**src/rtl/tmds_decoder.sv**
```systemverilog
// tmds_decoder: receive-side TMDS channel decoder for one colour channel.
// Stage 1 registers the deserializer word. An alignment FSM steers bitslip
// until control-token runs appear. Stage 2 registers the decoded
// byte/de/c0/c1, which are held at zero while not aligned.
// Optional build macro: TMDS_ERR_CHECK_EN adds the q[8] encoding-rule check
// that drives err. Without the macro, err is tied to 0.
module tmds_decoder #(
  parameter int LOCK_CNT   = 8,
  parameter int SEARCH_WIN = 2048,
  parameter int SLIP_WAIT  = 16
) (
  input  logic       clk_1x,
  input  logic       sys_rst_n,
  input  logic [9:0] tmds_in,
  output logic       bitslip,
  output logic       aligned,
  output logic [7:0] data_out,
  output logic       de,
  output logic       c0,
  output logic       c1,
  output logic       err
);

  localparam int CW = $clog2((SEARCH_WIN > SLIP_WAIT) ? SEARCH_WIN : SLIP_WAIT);
  localparam int RW = $clog2(LOCK_CNT + 1);

  typedef enum logic [1:0] {ST_SEARCH, ST_WAIT, ST_LOCKED} state_t;

  logic [9:0]    r_tmds;
  state_t        r_state, w_state_next;
  logic [CW-1:0] r_cnt, w_cnt_next;
  logic [RW-1:0] r_run_cnt, w_run_cnt_next;
  logic          r_run_hit, w_run_hit_next;
  logic          r_bitslip, w_bitslip_next;
  logic          r_aligned;
  logic          w_token;
  logic [1:0]    w_tok_ctl;
  logic          w_win_end, w_wait_end;
  logic [7:0]    w_m, w_d;
  logic [7:0]    r_data;
  logic          r_de, r_c0, r_c1;

  // Stage 1: capture the raw deserializer word
  always_ff @(posedge clk_1x or negedge sys_rst_n) begin
    if (!sys_rst_n) r_tmds <= '0;
    else            r_tmds <= tmds_in;
  end

  // Control-token recognition and its c1c0 value
  always_comb begin
    w_token   = 1'b1;
    w_tok_ctl = 2'b00;
    case (r_tmds)
      10'h354: w_tok_ctl = 2'b00;
      10'h0AB: w_tok_ctl = 2'b01;
      10'h154: w_tok_ctl = 2'b10;
      10'h2AB: w_tok_ctl = 2'b11;
      default: w_token   = 1'b0;
    endcase
  end

  // Data decode: undo the optional inversion, then the XOR/XNOR chain
  assign w_m    = r_tmds[9] ? ~r_tmds[7:0] : r_tmds[7:0];
  assign w_d[0] = w_m[0];
  genvar gi;
  generate
    for (gi = 1; gi < 8; gi++) begin : g_dec
      assign w_d[gi] = r_tmds[8] ? (w_m[gi] ^ w_m[gi-1]) : ~(w_m[gi] ^ w_m[gi-1]);
    end
  endgenerate

  // Alignment FSM next state, window/settle counter and bitslip request
  always_comb begin
    w_state_next   = r_state;
    w_bitslip_next = 1'b0;
    w_win_end      = (r_cnt == CW'(SEARCH_WIN - 1));
    w_wait_end     = (r_cnt == CW'(SLIP_WAIT - 1));
    case (r_state)
      ST_SEARCH: begin
        // a qualifying run wins over a coincident window expiry
        if (r_run_hit) begin
          w_state_next = ST_LOCKED;
        end else if (w_win_end) begin
          w_state_next   = ST_WAIT;
          w_bitslip_next = 1'b1;
        end
      end
      ST_WAIT: begin
        if (w_wait_end) w_state_next = ST_SEARCH;
      end
      ST_LOCKED: begin
        if (!r_run_hit && w_win_end) w_state_next = ST_SEARCH;
      end
      default: w_state_next = ST_SEARCH;
    endcase
    if ((w_state_next != r_state) || r_run_hit) w_cnt_next = '0;
    else                                        w_cnt_next = r_cnt + 1'b1;
  end

  // Token run counter; r_run_hit marks the cycle the run reaches LOCK_CNT
  always_comb begin
    w_run_cnt_next = '0;
    w_run_hit_next = 1'b0;
    if (w_token && (r_state != ST_WAIT) && (w_state_next != ST_WAIT)) begin
      if (r_run_cnt == RW'(LOCK_CNT)) w_run_cnt_next = r_run_cnt;
      else                            w_run_cnt_next = r_run_cnt + 1'b1;
      w_run_hit_next = (r_run_cnt == RW'(LOCK_CNT - 1));
    end
  end

  // Alignment state, counters, bitslip pulse and aligned flag
  always_ff @(posedge clk_1x or negedge sys_rst_n) begin
    if (!sys_rst_n) begin
      r_state   <= ST_SEARCH;
      r_cnt     <= '0;
      r_run_cnt <= '0;
      r_run_hit <= 1'b0;
      r_bitslip <= 1'b0;
      r_aligned <= 1'b0;
    end else begin
      r_state   <= w_state_next;
      r_cnt     <= w_cnt_next;
      r_run_cnt <= w_run_cnt_next;
      r_run_hit <= w_run_hit_next;
      r_bitslip <= w_bitslip_next;
      r_aligned <= (w_state_next == ST_LOCKED);
    end
  end

  // Stage 2: decoded outputs, forced to zero until aligned; c0/c1 hold on data
  always_ff @(posedge clk_1x or negedge sys_rst_n) begin
    if (!sys_rst_n) begin
      r_data <= '0;
      r_de   <= 1'b0;
      r_c0   <= 1'b0;
      r_c1   <= 1'b0;
    end else if (!r_aligned) begin
      r_data <= '0;
      r_de   <= 1'b0;
      r_c0   <= 1'b0;
      r_c1   <= 1'b0;
    end else if (w_token) begin
      r_data <= '0;
      r_de   <= 1'b0;
      r_c0   <= w_tok_ctl[0];
      r_c1   <= w_tok_ctl[1];
    end else begin
      r_data <= w_d;
      r_de   <= 1'b1;
    end
  end

`ifdef TMDS_ERR_CHECK_EN
  logic [3:0] w_ones;
  logic       w_q8_exp;
  logic       r_err;

  // q[8] the encoder would have chosen for the decoded byte
  always_comb begin
    w_ones   = 4'($countones(w_d));
    w_q8_exp = (w_ones < 4'd4) || ((w_ones == 4'd4) && w_d[0]);
  end

  // Flag a data word whose q[8] disagrees, in step with data_out
  always_ff @(posedge clk_1x or negedge sys_rst_n) begin
    if (!sys_rst_n) r_err <= 1'b0;
    else            r_err <= r_aligned && !w_token && (r_tmds[8] != w_q8_exp);
  end

  assign err = r_err;
`else
  assign err = 1'b0;
`endif

  assign bitslip  = r_bitslip;
  assign aligned  = r_aligned;
  assign data_out = r_data;
  assign de       = r_de;
  assign c0       = r_c0;
  assign c1       = r_c1;

endmodule

```
**config.mk**
```make
export PLATFORM = sky130hd
export DESIGN_NAME = tmds_decoder
export DESIGN_NICKNAME = d
export VERILOG_FILES = /design/src/rtl/tmds_decoder.sv
export SDC_FILE = /design/constraint.sdc
export NUM_CORES = 1
export LEC_CHECK = 0
export CAP_MARGIN = 20
export CORE_UTILIZATION = 56
export CTS_CLUSTER_DIAMETER = 120
export DETAILED_ROUTE_END_ITERATION = 12
export PLACE_DENSITY = 0.89
export SKIP_LAST_GASP = 1
export SYNTH_ARGS = -nofsm -noshare
export SYNTH_HDL_FRONTEND = slang
export SYNTH_SLANG_ARGS = --single-unit
```
**constraint.sdc**
```tcl
create_clock -name clk_1x -period 3.05 [get_ports clk_1x]
set_input_delay 0.61 -clock clk_1x [delete_from_list [all_inputs] [get_ports clk_1x]]
set_output_delay 0.61 -clock clk_1x [all_outputs]
set_load 0.02 [all_outputs]
```
# Word level (Yosys, flattened, before mapping)
# Index checks and enable logic that the tools add are counted.
# word_totals
elab_cells,81
inputBits,12
register_bits,41
out_inout_bits,14
# classes
mux,30
bitwise_logic,15
eq_ne,16
add_sub_neg,2
n_reduce_logical,7
# op_table
operator,count
8-bit 2-to-1 mux,3
10-bit == test (second input constant),2
1-bit 2-to-1 mux,18
2-bit case mux with 3 select lines,2
11-bit by 1-bit adder with 11-bit output (second input constant),1
11-bit == test (second input constant),1
11-bit by 4-bit == test with 1-bit output (second input constant),1
11-bit 2-to-1 mux,1
10-bit by 8-bit == test with 1-bit output (second input constant),1
10-bit by 9-bit == test with 1-bit output (second input constant),1
2-bit 2-to-1 mux,4
4-bit 2-to-1 mux,2
8-bit inverter,1
1-bit inverter,7
1-bit XOR,7
2-bit by 1-bit != test with 1-bit output (second input constant),3
4-bit by 1-bit adder with 4-bit output (second input constant),1
2-bit == test (second input constant),2
4-bit by 3-bit == test with 1-bit output (second input constant),1
4-bit == test (second input constant),1
4-bit OR reduction,1
1-bit logical AND,3
2-bit by 1-bit == test with 1-bit output (second input constant),1
2-bit zero test,1
other kinds (4),4

# Logic depth before layout (Yosys ltp)
# logic_depth
depth_word,7
ltp_mapped,5
ltp_nobuf,5

# Worst setup path after synthesis
# Ideal clock, no wire load.
# synth_timing
kind,register to register
startpoint,register r_tmds[4]
endpoint,register r_run_hit
stages_incl_launch_ff,6
arrival_ns,1.655
period_less_slack_ns,1.735
t_required_ns,2.970
setup_slack_ns,1.315
cell_sequence,dfrtp_1 nand4bb_1 or4_1 clkbuf_1 a221o_1 nor3_2
# synth_between
elab_chain_cells,6
word_cells_on_any_way,9
classes_between,eq/ne (4); mux (2); reduce/logical (3)
# synth_rtl
item,line,source
start: declaration,29,logic [9:0] r_tmds;
start signal: assignment,46,else r_tmds <= tmds_in;
"10-bit == test, or another cell as far along",53,case (r_tmds)
4-bit OR reduction (no line) *,n/a,
1-bit 2-to-1 mux *,53,
1-bit logical AND * (2 in series),104,if (w_token && (r_state != ST_WAIT) && (w_state_next != ST_WAIT)) begin
1-bit 2-to-1 mux *,104,
named net w_run_hit_next,33,"logic r_run_hit, w_run_hit_next;"
end signal: assignment,124,r_run_hit <= w_run_hit_next;
end: declaration,33,
# The timed path passes the listed nets; every way through them passes the cells marked *.
# A chain may end at the register's enable or synchronous reset.

# Worst setup path in the final report
# layout_timing
startpoint,register r_aligned (netlist: aligned)
endpoint,output aligned
# layout_lines
item,line,source
start: declaration,35,logic r_aligned;
start signal: assignment,126,r_aligned <= (w_state_next == ST_LOCKED);
end: declaration,16,"output logic aligned,"
# No word-level cell between the ends.

==> results.py <==
metrics = {
    "timing": {
        "period_minus_slack_ns": 2.00,
        "rsz0062_at_grt": "no",
        "setup_viol": 0,
        "post-route-period-util_pct": 65.5,
        "fin_skew_ns": 0.0110,
        "worst_slew_pin_slew_ns": 0.842,
        "hold_viol_final": 0,
        "worst_hold_slack_ns": 0.351,
        "relSlewSlack_pct": 43.8,
        "timing.fmax_mhz": 500,
        "finalSetupTns_ns": 0,
        "drv_slew": 0,
        "fin_ws_ns": 1.05,
    },
    "setup_path": {
        "crit_chain": "clkdlybuf4s50_1",
        "slowest_stage": "clkdlybuf4s50_1",
        "start_kind": "flop",
        "crit_start": "aligned",
        "arrival_ns": 1.39,
        "critPathKind": "reg2out",
        "cp-end-kind": "output pin",
        "cp_max_fo": 3,
        "cp_top_family": "buffers and inverters",
        "reg2reg_from": "r_cnt[4]",
        "cp_slowest_stage_delay_ns": 0.63,
        "cp.required_ns": 2.44,
        "cp_num_buf_inv": 1,
    },
    "clock_tree": {
        "cts_root_buf": "clkbuf_4",
        "ctsResizeCount": 0,
        "clkLatencyLatePin_ns": 0.35,
        "ctsHoldBuffers": 0,
        "cts.sinks": 41,
        "post-cts-setup-buffers": 0,
        "cts_buffers": 5,
        "htreeDepth": 2,
        "tritoncts": "done",
        "clk_pin_slew_worst_paths_ns": 0.12,
        "cts_max_path_buffers": 2,
    },
    "placed_design": {
        "hpwl_mm": 2.15,
        "portBuffers": 24,
        "post-place-ws_ns": 1.20,
        "placed_area_um2": 1980,
        "gp_congestion": 0.856,
    },
    "routing": {
        "top_layer": "met4",
        "vias_per_cell": 5.49,
        "finalWirelength_mm": 2.86,
        "wl_met3_um": 134,
        "drt-met1-wl_mm": 1.22,
        "drc": 3,
        "met2RoutedLength_mm": 1.45,
        "detailedRoute.firstPassIterationCount": 8,
        "antenna_left": 0,
        "vias": 1136,
        "drtIter0Drc": 52,
        "wire_per_inst_um": 13.8,
    },
    "yosys": {
        "syn_area_um2": 1720,
        "ys_seq_area_share_pct": 59.5,
        "yosys_register_bits": 41,
        "syn_nets": 163,
        "synthCells": 148,
        "post_synth.cell_area_avg_um2": 11.6,
        "synth_ff_type": "dfrtp_1",
        "synthArstFlopShare_pct": 100,
        "ys_types": 32,
        "synth_edf_count": 0,
        "yosysWarnings": 0,
    },
    "status": {
        "violations": "design-rule violations",
        "status": "finished with violations",
    },
    "global_route": {
        "grt_max_degree": 42,
        "grt_pass1_vias": 1174,
        "antenna_found_initial": 0,
        "grt_pass1_wl_mm": 5.02,
        "grt_overflow_total": 0,
        "grt_usage_pct": 20.8,
    },
    "power": {
        "ir_drop_uv": 339,
        "p_comb_share_pct": 5.5,
        "intPower_w": 0.000664,
        "p_leak_nw": 0.893,
        "pwr-share-seq_pct": 65.0,
        "p_per_area_nw_per_um2": 424,
        "clkPwrFrac_pct": 29.5,
        "p_sw_w": 0.000196,
        "switching_share_pct": 22.8,
    },
    "layout": {
        "areaGrowthSynthToFinish_pct": 17.7,
        "final_core_util_pct": 71.7,
        "seq_area_um2": 1030,
        "fin_nets": 190,
        "finish.instance_area_um2": 2030,
        "antenna_cells": 0,
        "drive_gt1_share_pct": 6.82,
        "multi_input_area_um2": 656,
        "num-fill-cells": 210,
    },
    "floorplan": {
        "core.rowCount": 19,
        "die_x_um": 57.5,
        "core_um2": 2830,
        "ioPinCount": 26,
        "start_util_pct": 60.9,
        "die_h_um": 57.5,
        "die_area_um2": 3300,
    },
    "hold_path": {
        "hold_class": "in2async",
    },
    "flow_run": {
        "drv_cap": 0,
    },
}
## layer usage
| layer | global-route usage (%) | vias up |
|---|---|---|
| li1 | - | 548 |
| met1 | 22.7 | 551 |
| met2 | 34.4 | 29 |
| met3 | 7.26 | 8 |
| met4 | 13.6 | 0 |
| met5 | 0 | - |
## flip-flops by register name (all words and copies together), names as in the netlist
signal	flops
r_cnt	11
r_tmds	10
data_out	8
r_run_cnt	4
r_state	2
aligned	1
bitslip	1
c0	1
c1	1
de	1
r_run_hit	1
## final timing paths
path / end / slack (ns) / depth (start not counted)
worst max-delay path: aligned / 1.05 / 1
worst min-delay path: data_out[2] / 0.35 / 1
worst max register to register: r_cnt[5] / 1.17 / 4
worst min register to register: r_cnt[0] / 0.49 / 1
max in group asynchronous: r_tmds[9] / 2.17 / 1
min in group clk_1x: r_cnt[0] / 0.49 / 1
## area by class of cell
class	count	area share (%)
clock inverter	2	0.493
tap	31	1.91
clock buffer	6	2.03
sequential	41	50.6
timing repair buffer	24	11.6
inverter	6	1.11
multi-input combinational	97	32.3
## layout by cell type, fill, tap and decap left out, types with 2 or more instances in the layout
cell,netlist,layout
a21oi_1,3,3
and4_1,4,4
clkbuf_4,0,5
clkdlybuf4s50_1,0,23
clkinv_2,0,2
dfrtp_1,41,41
ha_1,3,3
inv_1,6,6
nand2_1,7,7
nand3_1,7,7
nand4_1,4,4
nor2_1,25,25
nor3_1,2,2
or4_1,2,2
xnor2_1,14,14
xor2_1,10,10
## synthesized netlist by cell type, types with 2 or more instances
cell      instances  share of area, %
or4_1             2              0.87
dfrtp_1          41                60
ha_1              3               2.2
nand3_1           7               2.0
clkbuf_1          2              0.44
inv_1             6               1.3
nand4_1           4               1.5
nor2_1           25               5.4
nand2_1           7               1.5
nor3_1            2              0.58
xor2_1           10               5.1
a21oi_1           3              0.87
xnor2_1          14               7.1
and4_1            4               2.0
## cell families after synthesis
family / share of synthesized area, %
xor gates and xnor gates: 12.2
muxes: 0.581
AOI/OAI and AO/OA: 4.72
DFF: 59.5
and+or+nand+nor: 18.1
other: 0.217
buffers and inverters: 2.47
adders and majority gates: 2.18
## stage by stage
stage / total power [W] / cells
final: 0.000860 / 207
after global placement: 0.000616 / 199
after CTS: 0.000870 / 207
after global routing: 0.000896 / 207
after floorplan: 0.000592 / 148
after detailed placement: 0.000618 / 199
## power groups by stage
stage,Combinational [W],Sequential (W),Clock (W)
2_1_floorplan,0.0000257,0.000566,0
3_3_place_gp,0.0000473,0.000569,0
3_5_place_dp,0.0000483,0.000570,0
4_1_cts,0.0000488,0.000559,0.000262
5_1_grt,0.0000534,0.000560,0.000282
6_report,0.0000475,0.000559,0.000254
(Power assumes the default switching activity.)
